===== config.mk =====
export PLATFORM = sky130hd
export DESIGN_NAME = cpa_pipe
export DESIGN_NICKNAME = d
export VERILOG_FILES = /design/src/rtl/cpa_pipe.sv
export SDC_FILE = /design/constraint.sdc
export NUM_CORES = 1
export LEC_CHECK = 0
export CORE_UTILIZATION = 40
export DETAILED_ROUTE_END_ITERATION = 6
export DONT_BUFFER_PORTS = 1
export PLACE_DENSITY_LB_ADDON = 0.25
export SYNTH_ARGS = -nofsm -noshare
export SYNTH_HDL_FRONTEND = slang
export SYNTH_SLANG_ARGS = --single-unit

===== constraint.sdc =====
create_clock -name clk -period 15.85 [get_ports clk]
set_clock_uncertainty 0.2 [all_clocks]
set_input_delay 0.7925 -clock clk [delete_from_list [all_inputs] [get_ports clk]]
set_output_delay 0.7925 -clock clk [all_outputs]
set_load 0.01 [all_outputs]

===== src/rtl/cpa_pipe.sv =====
// Pipelined carry-propagate adder/subtractor.
// Each stage adds one SEG-bit slice and passes a single registered carry forward.
// Operands travel with the operation, so slice k is consumed k cycles after
// acceptance. Finished sum slices travel along until all slices reach the output
// together. The valid/ready handshake stalls every stage at once.
module cpa_pipe #(
  parameter int unsigned BITS   = 32,
  parameter int unsigned STAGES = 4
) (
  input  logic            clk,
  input  logic            rst,
  input  logic            in_valid,
  output logic            in_ready,
  input  logic [BITS-1:0] a,
  input  logic [BITS-1:0] b,
  input  logic            ci,
  input  logic            sub,
  output logic            out_valid,
  input  logic            out_ready,
  output logic [BITS-1:0] sum,
  output logic            co,
  output logic            ovf
);

  localparam int unsigned SEG  = BITS / STAGES;
  localparam int unsigned LAST = STAGES - 1;

  // Per-stage state: operands, partial sum, carry into the next slice, valid.
  logic [BITS-1:0]   op_a [STAGES];
  logic [BITS-1:0]   op_b [STAGES];
  logic [BITS-1:0]   part [STAGES];
  logic [STAGES-1:0] cy;
  logic [STAGES-1:0] vld;

  logic [BITS-1:0]   nx_a [STAGES];
  logic [BITS-1:0]   nx_b [STAGES];
  logic [BITS-1:0]   nx_s [STAGES];
  logic [STAGES-1:0] nx_c;
  logic [STAGES-1:0] nx_v;

  logic [BITS-1:0]   src_a;
  logic [BITS-1:0]   src_b;
  logic [BITS-1:0]   src_s;
  logic              src_c;
  logic              src_v;
  logic [SEG:0]      seg;
  logic              advance;

  assign advance  = ~vld[LAST] | out_ready;
  assign in_ready = advance;

  assign out_valid = vld[LAST];
  assign sum       = part[LAST];
  assign co        = cy[LAST];
  assign ovf       = (op_a[LAST][BITS-1] == op_b[LAST][BITS-1]) &
                     (part[LAST][BITS-1] != op_a[LAST][BITS-1]);

  // Next-state of every stage: add slice k using the carry registered by stage k-1.
  always_comb begin
    src_a = '0;
    src_b = '0;
    src_s = '0;
    src_c = 1'b0;
    src_v = 1'b0;
    seg   = '0;
    for (int unsigned k = 0; k < STAGES; k++) begin
      if (k == 0) begin
        // Idle input cycles load zeros so the operand pins never leak into state.
        src_a = in_valid ? a : '0;
        src_b = in_valid ? (sub ? ~b : b) : '0;
        src_s = '0;
        src_c = in_valid & (sub | ci);
        src_v = in_valid;
      end else begin
        src_a = op_a[k-1];
        src_b = op_b[k-1];
        src_s = part[k-1];
        src_c = cy[k-1];
        src_v = vld[k-1];
      end
      seg = {1'b0, src_a[k*SEG +: SEG]} + {1'b0, src_b[k*SEG +: SEG]} +
            {{SEG{1'b0}}, src_c};
      nx_a[k] = src_a;
      nx_b[k] = src_b;
      nx_s[k] = src_s;
      nx_s[k][k*SEG +: SEG] = seg[SEG-1:0];
      nx_c[k] = seg[SEG];
      nx_v[k] = src_v;
    end
  end

  // Pipeline registers: cleared by reset, frozen as a whole while the output stalls.
  always_ff @(posedge clk) begin
    if (rst) begin
      for (int unsigned k = 0; k < STAGES; k++) begin
        op_a[k] <= '0;
        op_b[k] <= '0;
        part[k] <= '0;
      end
      cy  <= '0;
      vld <= '0;
    end else if (advance) begin
      for (int unsigned k = 0; k < STAGES; k++) begin
        op_a[k] <= nx_a[k];
        op_b[k] <= nx_b[k];
        part[k] <= nx_s[k];
      end
      cy  <= nx_c;
      vld <= nx_v;
    end
  end

endmodule


# [Word-level counts from Yosys, hierarchy flattened]
# Memories as Yosys holds them, arrays and structs flattened.
# Cells that the tools add are included.
[totals] register_bits=8 mem_bits_rw=384 input_bits=70 word_cells=53 mem_count=3
[mem_list] name="op_a" depth=4 word_bits=32 rd=4 rd_ports_with_merged_regs=0 wr=4 line="29" text="logic [BITS-1:0] op_a [STAGES];"
[mem_list] name="op_b" depth=4 word_bits=32 rd=4 rd_ports_with_merged_regs=0 wr=4 line="30" text="logic [BITS-1:0] op_b [STAGES];"
[mem_list] name="part" depth=4 word_bits=32 rd=4 rd_ports_with_merged_regs=0 wr=4 line="31" text="logic [BITS-1:0] part [STAGES];"
[op_classes] n_addsub=8 eq_ne=2 mux=20 bitwise=18
[ops] op="two-way mux 32 bit" n=15
[ops] op="adder 8 x 8 -> 9 bit" n=4
[ops] op="adder 9 x 1 -> 9 bit" n=4
[ops] op="NOT 32 bit" n=1
[ops] op="OR 1 bit" n=14
[ops] op="two-way mux 1 bit" n=5
[ops] op="AND 1 bit" n=2
[ops] op="== test 1 bit" n=1
[ops] op="inequality test 1 bit" n=1
[ops] op="NOT 1 bit" n=1

# [Depth between registers and ports, before layout]
# Gate-level depths: netlist of the first run.
[logic_depth] ltp_word=6 ltp_mapped=11

# [Least setup slack after synthesis of the first run]
# No wires, ideal clock.
[synth_timing] path_kind="input to register" start="in rst" end="mem op_a[0][10], enable pin" arrival_time_ns=5.382 required_ns=15.080 slack_ns=9.698 stages=2 path_buffers=1 cell_sequence="clkbuf_1 nand2b_1"
[synth_lines] element="start, declared" line="11" text="input logic rst,"
[synth_lines] element="end, declared" line="29"

==> results of run 1 <==
-- final cells by class --
cell class / instances / share of cell area
sequential: 186 / 0.582
multi-input combinational: 424 / 0.309
clock buffer: 18 / 0.0454
tap: 275 / 0.0364
clock inverter: 13 / 0.0161
inverter: 19 / 0.00807
timing repair buffer: 3 / 0.00238
antenna: 1 / 0.000265
-- kinds of logic (layout without fill, tap and decap cells) --
group	count (synthesis)	count (layout)	share of synthesized area
other	0	1	0
AND/OR/NAND/NOR	272	272	0.180
adder cells (fa/ha/maj)	36	36	0.0592
flip-flops	186	186	0.638
AO/OA/AOI/OAI	81	81	0.0623
XOR/XNOR	35	35	0.0355
buffers and inverters	50	53	0.0251
-- power groups by stage --
stage / clock, mW / combinational, mW / sequential [mW]
after global placement: 0 / 0.0619 / 0.583
after global routing: 0.451 / 0.0719 / 0.575
after detailed placement: 0 / 0.0637 / 0.584
after CTS: 0.431 / 0.0641 / 0.573
after floorplan: 0 / 0.0535 / 0.581
final: 0.421 / 0.0633 / 0.573
-- synthesized netlist by cell type, types with 7 or more instances --
cell type and count:
sky130_fd_sc_hd__edfxtp_1 178, sky130_fd_sc_hd__and2_1 116, sky130_fd_sc_hd__nor2_1 47, sky130_fd_sc_hd__ha_1 28
sky130_fd_sc_hd__and3_1 25, sky130_fd_sc_hd__xnor2_1 25, sky130_fd_sc_hd__o21ai_0 23, sky130_fd_sc_hd__clkbuf_1 22
sky130_fd_sc_hd__nor3_1 22, sky130_fd_sc_hd__inv_1 18, sky130_fd_sc_hd__a21oi_1 13, sky130_fd_sc_hd__nor2b_1 13
sky130_fd_sc_hd__nand2_1 12, sky130_fd_sc_hd__a211oi_1 10, sky130_fd_sc_hd__nand2b_1 10, sky130_fd_sc_hd__xor2_1 10
sky130_fd_sc_hd__nand3_1 9, sky130_fd_sc_hd__dfxtp_1 8, sky130_fd_sc_hd__fa_1 8, sky130_fd_sc_hd__or4_1 8
sky130_fd_sc_hd__buf_2 7, sky130_fd_sc_hd__o2111ai_1 7
-- how the worst min path moves through the flow --
| stage | from | endpoint | depth (start not counted) |
|---|---|---|---|
| 6_report | rst | vld[1] | 1 |
| 5_1_grt | rst | vld[2] | 1 |
| 4_1_cts | rst | vld[1] | 1 |
| 3_5_place_dp | vld[1] | vld[1] | 2 |
| 3_3_place_gp | vld[2] | vld[2] | 2 |
| 2_1_floorplan | vld[1] | vld[1] | 2 |
-- per-stage QoR --
stage               cells  worst slack, ns  utilization  hold WS, ns  cell area [µm²]
floorplan             660             9.70            -        0.232             8630
finish                939            12.46        0.448        0.242             9450
global placement      907            12.11        0.421        0.233             8870
detailed placement    907            11.98        0.421        0.244             8870
CTS                   938            12.30        0.448        0.214             9450
global route          938            11.99        0.448        0.214             9450
-- critical path: stages (launching register included) --
cell and delay [ns]:
sky130_fd_sc_hd__dfxtp_1 0.34, sky130_fd_sc_hd__nor2b_4 0.21, sky130_fd_sc_hd__nor2_4 0.77, sky130_fd_sc_hd__buf_4 0.65, sky130_fd_sc_hd__nand2_1 0.71, sky130_fd_sc_hd__nor2_1 0.30
-- registers in the layout, indices dropped and copies added, names as in the netlist --
name  count
vld       4
op_a     49
part     80
op_b     49
cy        4
-- metal layers --
| metal | vias to the layer above | share of wire | GRT usage |
|---|---|---|---|
| met4 | 4 | 0.013 | 0.0617 |
| met1 | 2272 | 0.44 | 0.176 |
| li1 | 2353 | - | - |
| met5 | - | 0.0017 | 0 |
| met3 | 18 | 0.046 | 0.0385 |
| met2 | 119 | 0.50 | 0.250 |
==> impl_metrics.py, run 1 <==
metrics = {
    "finish": {
        "sequential_cell_area_mm2": 0.00551,
        "most_frequent_standard_cell_in_the_layout_excluding_fill_and_tap_cells": "sky130_fd_sc_hd__edfxtp_1",
        "nFillCells": 1902,
        "multi_input_gate_area_mm2": 0.00292,
        "layout.nets": 757,
        "post_route_cells_drive_above_1_share": 0.0543,
        "flow.area_growth_from_synthesis_pct": 9.54,
        "layout.cells.most_common_list": "sky130_fd_sc_hd__edfxtp_1, sky130_fd_sc_hd__and2_1, sky130_fd_sc_hd__nor2_1, sky130_fd_sc_hd__ha_1",
    },
    "routing": {
        "drt-wirelength-per-cell_um": 16.5,
        "avgViaCountPerCell": 5.08,
        "first_pass_iters": 4,
        "dr.first_iter.drc_count": 301,
        "detail_route.drc_violations": 0,
        "drtAntennaViolNets": 0,
        "routed-via-count": 4766,
        "wire_length_after_detailed_routing_mm": 15.5,
    },
    "yosys": {
        "synthCells": 660,
        "yosysUniqueCellTypes": 43,
        "synth-seq-area-share": 0.638,
        "most_area_hungry_cell_type_in_the_yosys_netlist": "sky130_fd_sc_hd__edfxtp_1",
        "synth_edf_count": 178,
        "synth_top_area_share": 0.619,
        "post_synth.cell_area_avg_um2": 13.1,
        "synth-async-reset-ratio": 0,
        "synth_seq_cells": 186,
        "yosysWarningCount": 0,
        "dominantRegCellSynth": "sky130_fd_sc_hd__edfxtp_1",
        "mappedNetlistNets": 766,
        "synth_area_leaders": "sky130_fd_sc_hd__edfxtp_1, sky130_fd_sc_hd__and2_1, sky130_fd_sc_hd__ha_1",
        "netlist_area_mm2": 0.00863,
    },
    "clocking": {
        "cts_repair_resizes": 0,
        "clk_pin_slew_ns": 0.06,
        "clockBufferDepth": 2,
        "cts_buffers": 17,
        "cts_tree": "yes",
        "cts_htree_levels": 4,
        "cts.repair_timing.setup_buffer_count": 0,
        "hold_buffers": 0,
        "cts.root.buffer_cell": "sky130_fd_sc_hd__clkbuf_16",
        "insertion_delay_ns": 0.42,
        "cts.sinks": 186,
    },
    "critical_path": {
        "path_max_fanout": 84,
        "worstPathRequired_ns": 15.90,
        "timing.reg2reg.setup_slack_ns": 12.46,
        "crit_start": "vld[3]",
        "critical_path.startpoint_type": "register",
        "rr_endpoint": "op_b[0][20]",
        "setup.worst_path.class": "reg2reg",
        "rr_startpoint": "vld[3]",
        "setup.worst_path.end_class": "register",
        "worst_ep_arrival_time_ns": 3.44,
        "worst_setup_path_endpoint": "op_b[0][20]",
        "rr_worst_depth": 5,
    },
    "flow_run": {
        "cap_violations": 0,
    },
    "power_and_ir_drop": {
        "vdd_ir_drop_max_mv": 0.0604,
        "combinationalPowerShare": 0.060,
        "switching_power_mw": 0.219,
        "pwr-share-clk": 0.399,
        "switching_share": 0.208,
        "leakage_nw": 3.85,
        "power-per-cell-area_mw_per_mm2": 112,
        "internal_power_mw": 0.838,
        "power_frac_seq": 0.542,
        "p_total_mw": 1.06,
    },
    "sta": {
        "maximum_clock_rate_mhz": 295,
        "max_slew_violation_total_from_the_final_report": 0,
        "timing.final.setup_violations": 0,
        "max_slew.worst_pin.slew_ns": 1.01,
        "period_share": 0.214,
        "timing.slew.headroom": 0.328,
        "post-route-min-period_ns": 3.39,
        "setup_repair_after_global_routing_missed_its_margin": "false",
        "fin_setup_tns_ns": 0,
        "report.final.hold_viol_count": 0,
    },
    "floorplanning": {
        "row_count": 53,
        "start_util": 0.409,
        "die_height_um": 149,
        "ios": 106,
        "die_width_um": 149,
        "core-area_mm2": 0.0211,
        "die-area_mm2": 0.0222,
    },
    "grt": {
        "via_count_of_the_first_global_routing_pass": 4970,
        "grt_first_pass_wirelength_mm": 24.9,
        "global_route.usage.total": 0.147,
        "grt_max_degree": 85,
        "leftover_overflow_at_the_end_of_global_routing": 0,
        "grt_antenna_before_repair": 3,
    },
    "placed_design": {
        "hpwl_after_dpl_mm": 10.3,
        "routabilityCongestion": 0.873,
        "numPortBuffers": 0,
    },
    "status": {
        "outcome": "finished, final reports clean",
    },
    "hold_path": {
        "min-delay-path-class": "in2reg",
    },
}
(Power assumes the default switching activity.)
==> inputs of run 2 (changes only) <==
--- a/config.mk
+++ b/config.mk
@@ -5,6 +5,7 @@
 export SDC_FILE = /design/constraint.sdc
 export NUM_CORES = 1
 export LEC_CHECK = 0
+export ABC_AREA = 1
 export CORE_UTILIZATION = 40
 export DETAILED_ROUTE_END_ITERATION = 6
 export DONT_BUFFER_PORTS = 1
==> constraint.sdc (replaced) <==
create_clock -name clk -period 3.26 [get_ports clk]
set_clock_uncertainty 0.2 [all_clocks]
set_input_delay 0.163 -clock clk [delete_from_list [all_inputs] [get_ports clk]]
set_output_delay 0.163 -clock clk [all_outputs]
set_load 0.01 [all_outputs]
==> run 2 against run 1 <==
Effect of this change: worst setup slack worse by 12 ns; cell area is 11% higher; register-to-register slack worse by 12 ns; final cell count is 32% higher; flip-flop and latch count stayed put; die area is 1.8% higher; synthesized cell count is 31% higher; largest cell class unchanged; clock power grew to 4.6 times the previous value; critical endpoint is now op_b[0][10]; hold slack worse by 0.23 ns; total power grew to 4.9 times the previous value.
==> impl_metrics.py, run 2 <==
metrics = {
    "yosys": {
        "yosysWarningCount": 0,
        "synth_area_leaders": "sky130_fd_sc_hd__edfxtp_1, sky130_fd_sc_hd__nor2_1, sky130_fd_sc_hd__inv_1",
        "synth_seq_cells": 186,
        "dominantRegCellSynth": "sky130_fd_sc_hd__edfxtp_1",
        "yosysUniqueCellTypes": 27,
        "most_area_hungry_cell_type_in_the_yosys_netlist": "sky130_fd_sc_hd__edfxtp_1",
        "synth-seq-area-share": 0.626,
        "post_synth.cell_area_avg_um2": 10.2,
        "synth_top_area_share": 0.608,
        "synthCells": 865,
        "synth-async-reset-ratio": 0,
        "mappedNetlistNets": 971,
        "netlist_area_mm2": 0.00879,
        "post-synth-top-count-cell": "sky130_fd_sc_hd__nor2_1",
        "synth_commonest_cells": "sky130_fd_sc_hd__nor2_1, sky130_fd_sc_hd__inv_1, sky130_fd_sc_hd__edfxtp_1",
        "synth_edf_count": 178,
    },
    "clocking": {
        "cts.repair_timing.setup_buffer_count": 0,
        "cts_tree": "yes",
        "cts.sinks": 186,
        "clockBufferDepth": 2,
        "cts_buffers": 17,
        "clk_pin_slew_ns": 0.07,
        "cts.root.buffer_cell": "sky130_fd_sc_hd__clkbuf_16",
        "insertion_delay_ns": 0.43,
        "cts_htree_levels": 4,
    },
    "critical_path": {
        "worst_ep_arrival_time_ns": 2.71,
        "rr_startpoint": "vld[3]",
        "cp_cell_sequence": "inv_1 > nor2_2 > nor2_4 > nand2_2 > nor2_1 > dlygate4sd3_1",
        "rr_worst_depth": 6,
        "worstPathRequired_ns": 3.36,
        "cpMaxStageDelayCell": "sky130_fd_sc_hd__dlygate4sd3_1",
        "worst_setup_path_endpoint": "op_b[0][10]",
        "critical_path.startpoint_type": "register",
        "timing.reg2reg.setup_slack_ns": 0.65,
        "number_of_logic_stages_on_the_critical_path_including_buffering": 6,
        "setup.worst_path.class": "reg2reg",
        "timing.critical_path.max_delay_family": "simple AND/OR/NAND/NOR gates",
        "critical_path.max_stage_delay_ns": 0.58,
        "cp.buffers_inverters": 2,
        "crit_start": "vld[3]",
        "path_max_fanout": 22,
        "rr_endpoint": "op_b[0][10]",
        "setup.worst_path.end_class": "register",
    },
    "sta": {
        "maximum_clock_rate_mhz": 383,
        "fin_setup_tns_ns": 0,
        "timing.final.setup_violations": 0,
        "max_slew_violation_total_from_the_final_report": 0,
        "max_slew.worst_pin.slew_ns": 0.710,
        "timing.final.ws_setup_ns": 0.650,
        "report.final.hold_viol_count": 0,
        "period_share": 0.801,
        "setup_repair_after_global_routing_missed_its_margin": "false",
        "timing.slew.headroom": 0.526,
        "post-route-min-period_ns": 2.61,
    },
    "finish": {
        "most_frequent_standard_cell_in_the_layout_excluding_fill_and_tap_cells": "sky130_fd_sc_hd__nor2_1",
        "multi_input_gate_area_mm2": 0.00244,
        "layout.cells.most_common_list": "sky130_fd_sc_hd__nor2_1, sky130_fd_sc_hd__inv_1, sky130_fd_sc_hd__edfxtp_1, sky130_fd_sc_hd__nand2_1, sky130_fd_sc_hd__dlygate4sd3_1",
        "diodes": 0,
        "sequential_cell_area_mm2": 0.00551,
        "largest_register": "part",
        "largest_reg_flops": 80,
        "finalCoreUtilization": 0.494,
        "flow.area_growth_from_synthesis_pct": 19.5,
        "nFillCells": 1884,
        "post_route_cells_drive_above_1_share": 0.0435,
        "layout.nets": 1060,
        "biggestRegsByFlops": "part (80), op_a (49), op_b (49)",
    },
    "grt": {
        "groute.layer.met2.usage": 0.258,
        "met3_usage": 0.0352,
        "leftover_overflow_at_the_end_of_global_routing": 0,
        "global_route.usage.total": 0.150,
        "via_count_of_the_first_global_routing_pass": 5422,
        "grt_max_degree": 110,
        "top_usage_layer": "met2",
        "grt_first_pass_wirelength_mm": 25.6,
        "grt_antenna_before_repair": 0,
        "met1_usage": 0.176,
    },
    "routing": {
        "drt-wirelength-per-cell_um": 12.6,
        "dr.first_iter.drc_count": 304,
        "avgViaCountPerCell": 4.41,
        "detail_route.drc_violations": 0,
        "first_pass_iters": 6,
        "drtAntennaViolNets": 0,
        "wire_length_after_detailed_routing_mm": 15.7,
        "routed-via-count": 5469,
    },
    "flow_run": {
        "cap_violations": 0,
    },
    "floorplanning": {
        "row_count": 53,
        "ios": 106,
        "die-area_mm2": 0.0226,
        "start_util": 0.413,
        "die_width_um": 150,
        "core-area_mm2": 0.0213,
        "die_height_um": 150,
    },
    "power_and_ir_drop": {
        "leakage_nw": 4.66,
        "power-per-cell-area_mw_per_mm2": 491,
        "vdd_ir_drop_max_mv": 0.307,
    },
    "placed_design": {
        "routabilityCongestion": 0.832,
        "numPortBuffers": 0,
        "worst_case_setup_slack_after_placement_ns": 0.930,
        "hpwl_after_dpl_mm": 9.28,
    },
    "status": {
        "outcome": "finished, final reports clean",
    },
    "hold_path": {
        "min-delay-path-class": "in2reg",
    },
}
run 2: worst min path at each step:
| stage | from | to | cells past startpoint |
|---|---|---|---|
| 4_1_cts | b[0] | part[0][0] | 4 |
| 2_1_floorplan | rst | vld[3] | 1 |
| 5_1_grt | b[0] | part[0][0] | 4 |
| 3_3_place_gp | rst | vld[3] | 1 |
| 3_5_place_dp | rst | vld[3] | 1 |
| 6_report | a[7] | cy[0] | 7 |
run 2: cell families after synthesis:
family	share of synthesized area
flops	0.626
simple gates	0.170
compound gates	0.0214
buf+inv	0.0982
fa+ha+maj	0.0581
xor+xnor	0.0259
run 2: layout make-up:
class / count / share of cell area
sequential: 186 / 0.524
multi-input combinational: 469 / 0.232
timing repair buffer: 96 / 0.0939
inverter: 184 / 0.0659
clock buffer: 24 / 0.0449
tap: 275 / 0.0328
clock inverter: 7 / 0.00655
run 2: per-stage QoR:
step	power (mW)	instances	area (µm²)	hold WS [ns]
3_3_place_gp	3.16	1119	9050	0.0831
3_5_place_dp	3.16	1119	9050	0.0683
6_report	5.16	1241	10500	0.00889
2_1_floorplan	3.11	865	8800	0.0634
4_1_cts	5.21	1241	10500	0.000185
5_1_grt	5.37	1241	10500	0.0412
run 2: worst register-to-register path: stages (launching register included):
cell	delay, ns
sky130_fd_sc_hd__dfxtp_1	0.35
sky130_fd_sc_hd__inv_1	0.08
sky130_fd_sc_hd__nor2_2	0.08
sky130_fd_sc_hd__nor2_4	0.56
sky130_fd_sc_hd__nand2_2	0.40
sky130_fd_sc_hd__nor2_1	0.23
sky130_fd_sc_hd__dlygate4sd3_1	0.58
run 2: power by group:
part / internal, mW / switching, mW / leakage [nW] / total [mW]
sequential: 2.74 / 0.0453 / 2.21 / 2.78
combinational: 0.216 / 0.224 / 2.18 / 0.440
clock: 1.09 / 0.848 / 0.260 / 1.94
total: 4.04 / 1.12 / 4.66 / 5.16
run 2: metal layers:
metal	up-vias	wire length [µm]
met5	-	0
met4	0	408
met3	25	603
met2	110	7810
met1	2479	6870
li1	2855	-
run 2: timing repair:
| item | in CTS | in global routing |
|---|---|---|
| hold buffers | 91 | 0 |
| resized for setup | 0 | 0 |
| setup endpoints to repair | 0 | 0 |
| endpoints found under the hold margin | 71 | 0 |
==> inputs of run 3 (changes only) <==
--- a/config.mk
+++ b/config.mk
@@ -5,7 +5,7 @@
 export SDC_FILE = /design/constraint.sdc
 export NUM_CORES = 1
 export LEC_CHECK = 0
-export ABC_AREA = 1
+export ABC_AREA = 0
 export CORE_UTILIZATION = 40
 export DETAILED_ROUTE_END_ITERATION = 6
 export DONT_BUFFER_PORTS = 1
==> constraint.sdc (replaced) <==
create_clock -name clk -period 2.4 [get_ports clk]
set_clock_uncertainty 0.2 [all_clocks]
set_input_delay 0.12 -clock clk [delete_from_list [all_inputs] [get_ports clk]]
set_output_delay 0.12 -clock clk [all_outputs]
set_load 0.01 [all_outputs]
==> run 3 against run 2 <==
Effect of this change: wire length rose by 0.99%; register-to-register slack got worse by 0.60 ns; cell area fell by 1.6%; total power rose by 36%; clock power rose by 37%; hold slack improved by 0.018 ns; largest power group unchanged.
==> impl_metrics.py, run 3 (synthesized netlist as in run 1, its figures left out) <==
metrics = {
    "status": {
        "outcome": "finished, final reports clean",
    },
    "finish": {
        "multi_input_gate_area_mm2": 0.00294,
        "flow.area_growth_from_synthesis_pct": 19.8,
        "biggestRegsByFlops": "part (80), op_a (49), op_b (49)",
        "nFillCells": 1864,
        "largest_register": "part",
        "post_route_cells_drive_above_1_share": 0.0668,
        "largest_reg_flops": 80,
        "most_frequent_standard_cell_in_the_layout_excluding_fill_and_tap_cells": "sky130_fd_sc_hd__edfxtp_1",
        "layout.cells.most_common_list": "sky130_fd_sc_hd__edfxtp_1, sky130_fd_sc_hd__and2_1, sky130_fd_sc_hd__dlygate4sd3_1, sky130_fd_sc_hd__nor2_1, sky130_fd_sc_hd__ha_1",
        "layout.nets": 842,
        "sequential_cell_area_mm2": 0.00551,
        "design_area_final_mm2": 0.0103,
    },
    "power_and_ir_drop": {
        "power_frac_seq": 0.539,
        "pwr-share-clk": 0.379,
        "internal_power_mw": 5.50,
        "switching_power_mw": 1.51,
        "power-per-cell-area_mw_per_mm2": 678,
        "leakage_nw": 4.23,
        "vdd_ir_drop_max_mv": 0.426,
        "combinationalPowerShare": 0.082,
        "switching_share": 0.216,
    },
    "placed_design": {
        "routabilityCongestion": 0.909,
        "numPortBuffers": 0,
        "hpwl_after_dpl_mm": 10.1,
        "detailed_place.area_mm2": 0.00898,
    },
    "routing": {
        "avgViaCountPerCell": 5.07,
        "first_pass_iters": 5,
        "dr.first_iter.drc_count": 318,
        "detail_route.drc_violations": 0,
        "wire_length_after_detailed_routing_mm": 15.9,
        "routed-via-count": 5193,
        "drt-wirelength-per-cell_um": 15.5,
        "drtAntennaViolNets": 0,
    },
    "clocking": {
        "cts_tree": "yes",
        "insertion_delay_ns": 0.42,
        "clockBufferDepth": 2,
        "cts.root.buffer_cell": "sky130_fd_sc_hd__clkbuf_16",
        "cts.repair_timing.setup_buffer_count": 0,
        "cts_buffers": 17,
        "cts_htree_levels": 4,
        "cts.sinks": 186,
        "clk_pin_slew_ns": 0.07,
    },
    "sta": {
        "max_slew_violation_total_from_the_final_report": 0,
        "post-route-min-period_ns": 2.35,
        "max_slew.worst_pin.slew_ns": 0.902,
        "timing.final.setup_violations": 0,
        "fin_setup_tns_ns": 0,
        "report.final.hold_viol_count": 0,
        "setup_repair_after_global_routing_missed_its_margin": "true",
        "period_share": 0.978,
        "timing.slew.headroom": 0.397,
        "maximum_clock_rate_mhz": 426,
    },
    "critical_path": {
        "setup.worst_path.end_class": "register",
        "rr_worst_depth": 7,
        "path_max_fanout": 4,
        "critical_path.startpoint_type": "register",
        "timing.reg2reg.setup_slack_ns": 0.05,
        "setup.worst_path.class": "reg2reg",
        "worstPathRequired_ns": 2.48,
        "worst_ep_arrival_time_ns": 2.43,
    },
    "flow_run": {
        "cap_violations": 0,
    },
    "hold_path": {
        "hold_path_depth": 3,
        "min-delay-path-class": "in2reg",
    },
    "grt": {
        "grt_first_pass_wirelength_mm": 25.7,
        "leftover_overflow_at_the_end_of_global_routing": 0,
        "global_route.usage.total": 0.152,
        "grt_antenna_before_repair": 2,
        "grt_max_degree": 59,
        "via_count_of_the_first_global_routing_pass": 5222,
    },
    "floorplanning": {
        "die-area_mm2": 0.0222,
        "start_util": 0.409,
        "die_width_um": 149,
        "row_count": 53,
        "core-area_mm2": 0.0211,
        "ios": 106,
        "die_height_um": 149,
    },
}
[run 3: changes by cell type in the layout (fill, tap and decap cells not counted), moves of 9 or more]
cell,change
sky130_fd_sc_hd__nor2_1,-165
sky130_fd_sc_hd__nand2_1,-99
sky130_fd_sc_hd__nor2b_1,+13
sky130_fd_sc_hd__dlygate4sd3_1,-13
sky130_fd_sc_hd__nand2b_1,+9
sky130_fd_sc_hd__nand3_1,-12
sky130_fd_sc_hd__a211oi_1,+10
sky130_fd_sc_hd__and3_1,+25
sky130_fd_sc_hd__inv_1,-165
sky130_fd_sc_hd__o21ai_0,+17
sky130_fd_sc_hd__and2_1,+109
sky130_fd_sc_hd__nor3_1,+22
sky130_fd_sc_hd__a21oi_1,-17
[run 3: area by class of cell]
cell class / instances / area share
clock inverter: 12 / 0.0113
antenna: 1 / 0.000242
clock buffer: 20 / 0.0432
multi-input combinational: 424 / 0.284
inverter: 19 / 0.00738
timing repair buffer: 88 / 0.0876
sequential: 186 / 0.533
tap: 275 / 0.0333
[run 3: final timing paths]
kind / from / end
worst max-delay path: op_a[0][8] / part[0][46]
worst min-delay path: in_valid / part[0][1]
worst max register to register: op_a[0][8] / part[0][46]
worst min register to register: vld[1] / vld[2]
[run 3: layer usage]
layer | vias to the layer above | GRT usage | share of wire
met5 | - | 0 | 0.00082
met2 | 148 | 0.267 | 0.52
met3 | 19 | 0.0391 | 0.043
met4 | 2 | 0.0566 | 0.011
li1 | 2537 | - | -
met1 | 2487 | 0.178 | 0.42
[run 3: worst max-delay path, cell delays in order (launching register included)]
cell and delay [ns]:
sky130_fd_sc_hd__edfxtp_1 0.40, sky130_fd_sc_hd__fa_2 0.39, sky130_fd_sc_hd__inv_1 0.08, sky130_fd_sc_hd__fa_1 0.18
sky130_fd_sc_hd__nor2b_1 0.07, sky130_fd_sc_hd__o31a_1 0.29, sky130_fd_sc_hd__or4_1 0.51, sky130_fd_sc_hd__nand3_2 0.09
[run 3: repair_timing]
action                                  4_1_cts  5_1_grt
hold buffers                                 78        0
endpoints found under the setup margin        0        3
endpoints found under the hold margin        83        0
resized for setup                             0        4
[run 3: through the flow]
step | power (mW) | utilization | worst slack [ns] | instances | hold WS [ns]
finish | 7.01 | 0.490 | 0.0523 | 1025 | 0.0271
detailed placement | 4.27 | 0.426 | 0.0220 | 914 | -0.00356
global route | 7.28 | 0.490 | -0.0329 | 1025 | 0.0315
floorplan | 4.19 | - | -0.0171 | 660 | 0.129
CTS | 7.08 | 0.489 | 0.00209 | 1024 | 0.0167
global placement | 4.25 | 0.426 | 0.104 | 914 | -0.00402
[run 3: power groups by stage]
stage / Sequential (mW) / Clock [mW] / Combinational, mW
floorplan: 3.83 / 0 / 0.358
finish: 3.78 / 2.66 / 0.573
global placement: 3.85 / 0 / 0.406
detailed placement: 3.85 / 0 / 0.421
CTS: 3.78 / 2.73 / 0.569
global route: 3.79 / 2.84 / 0.641
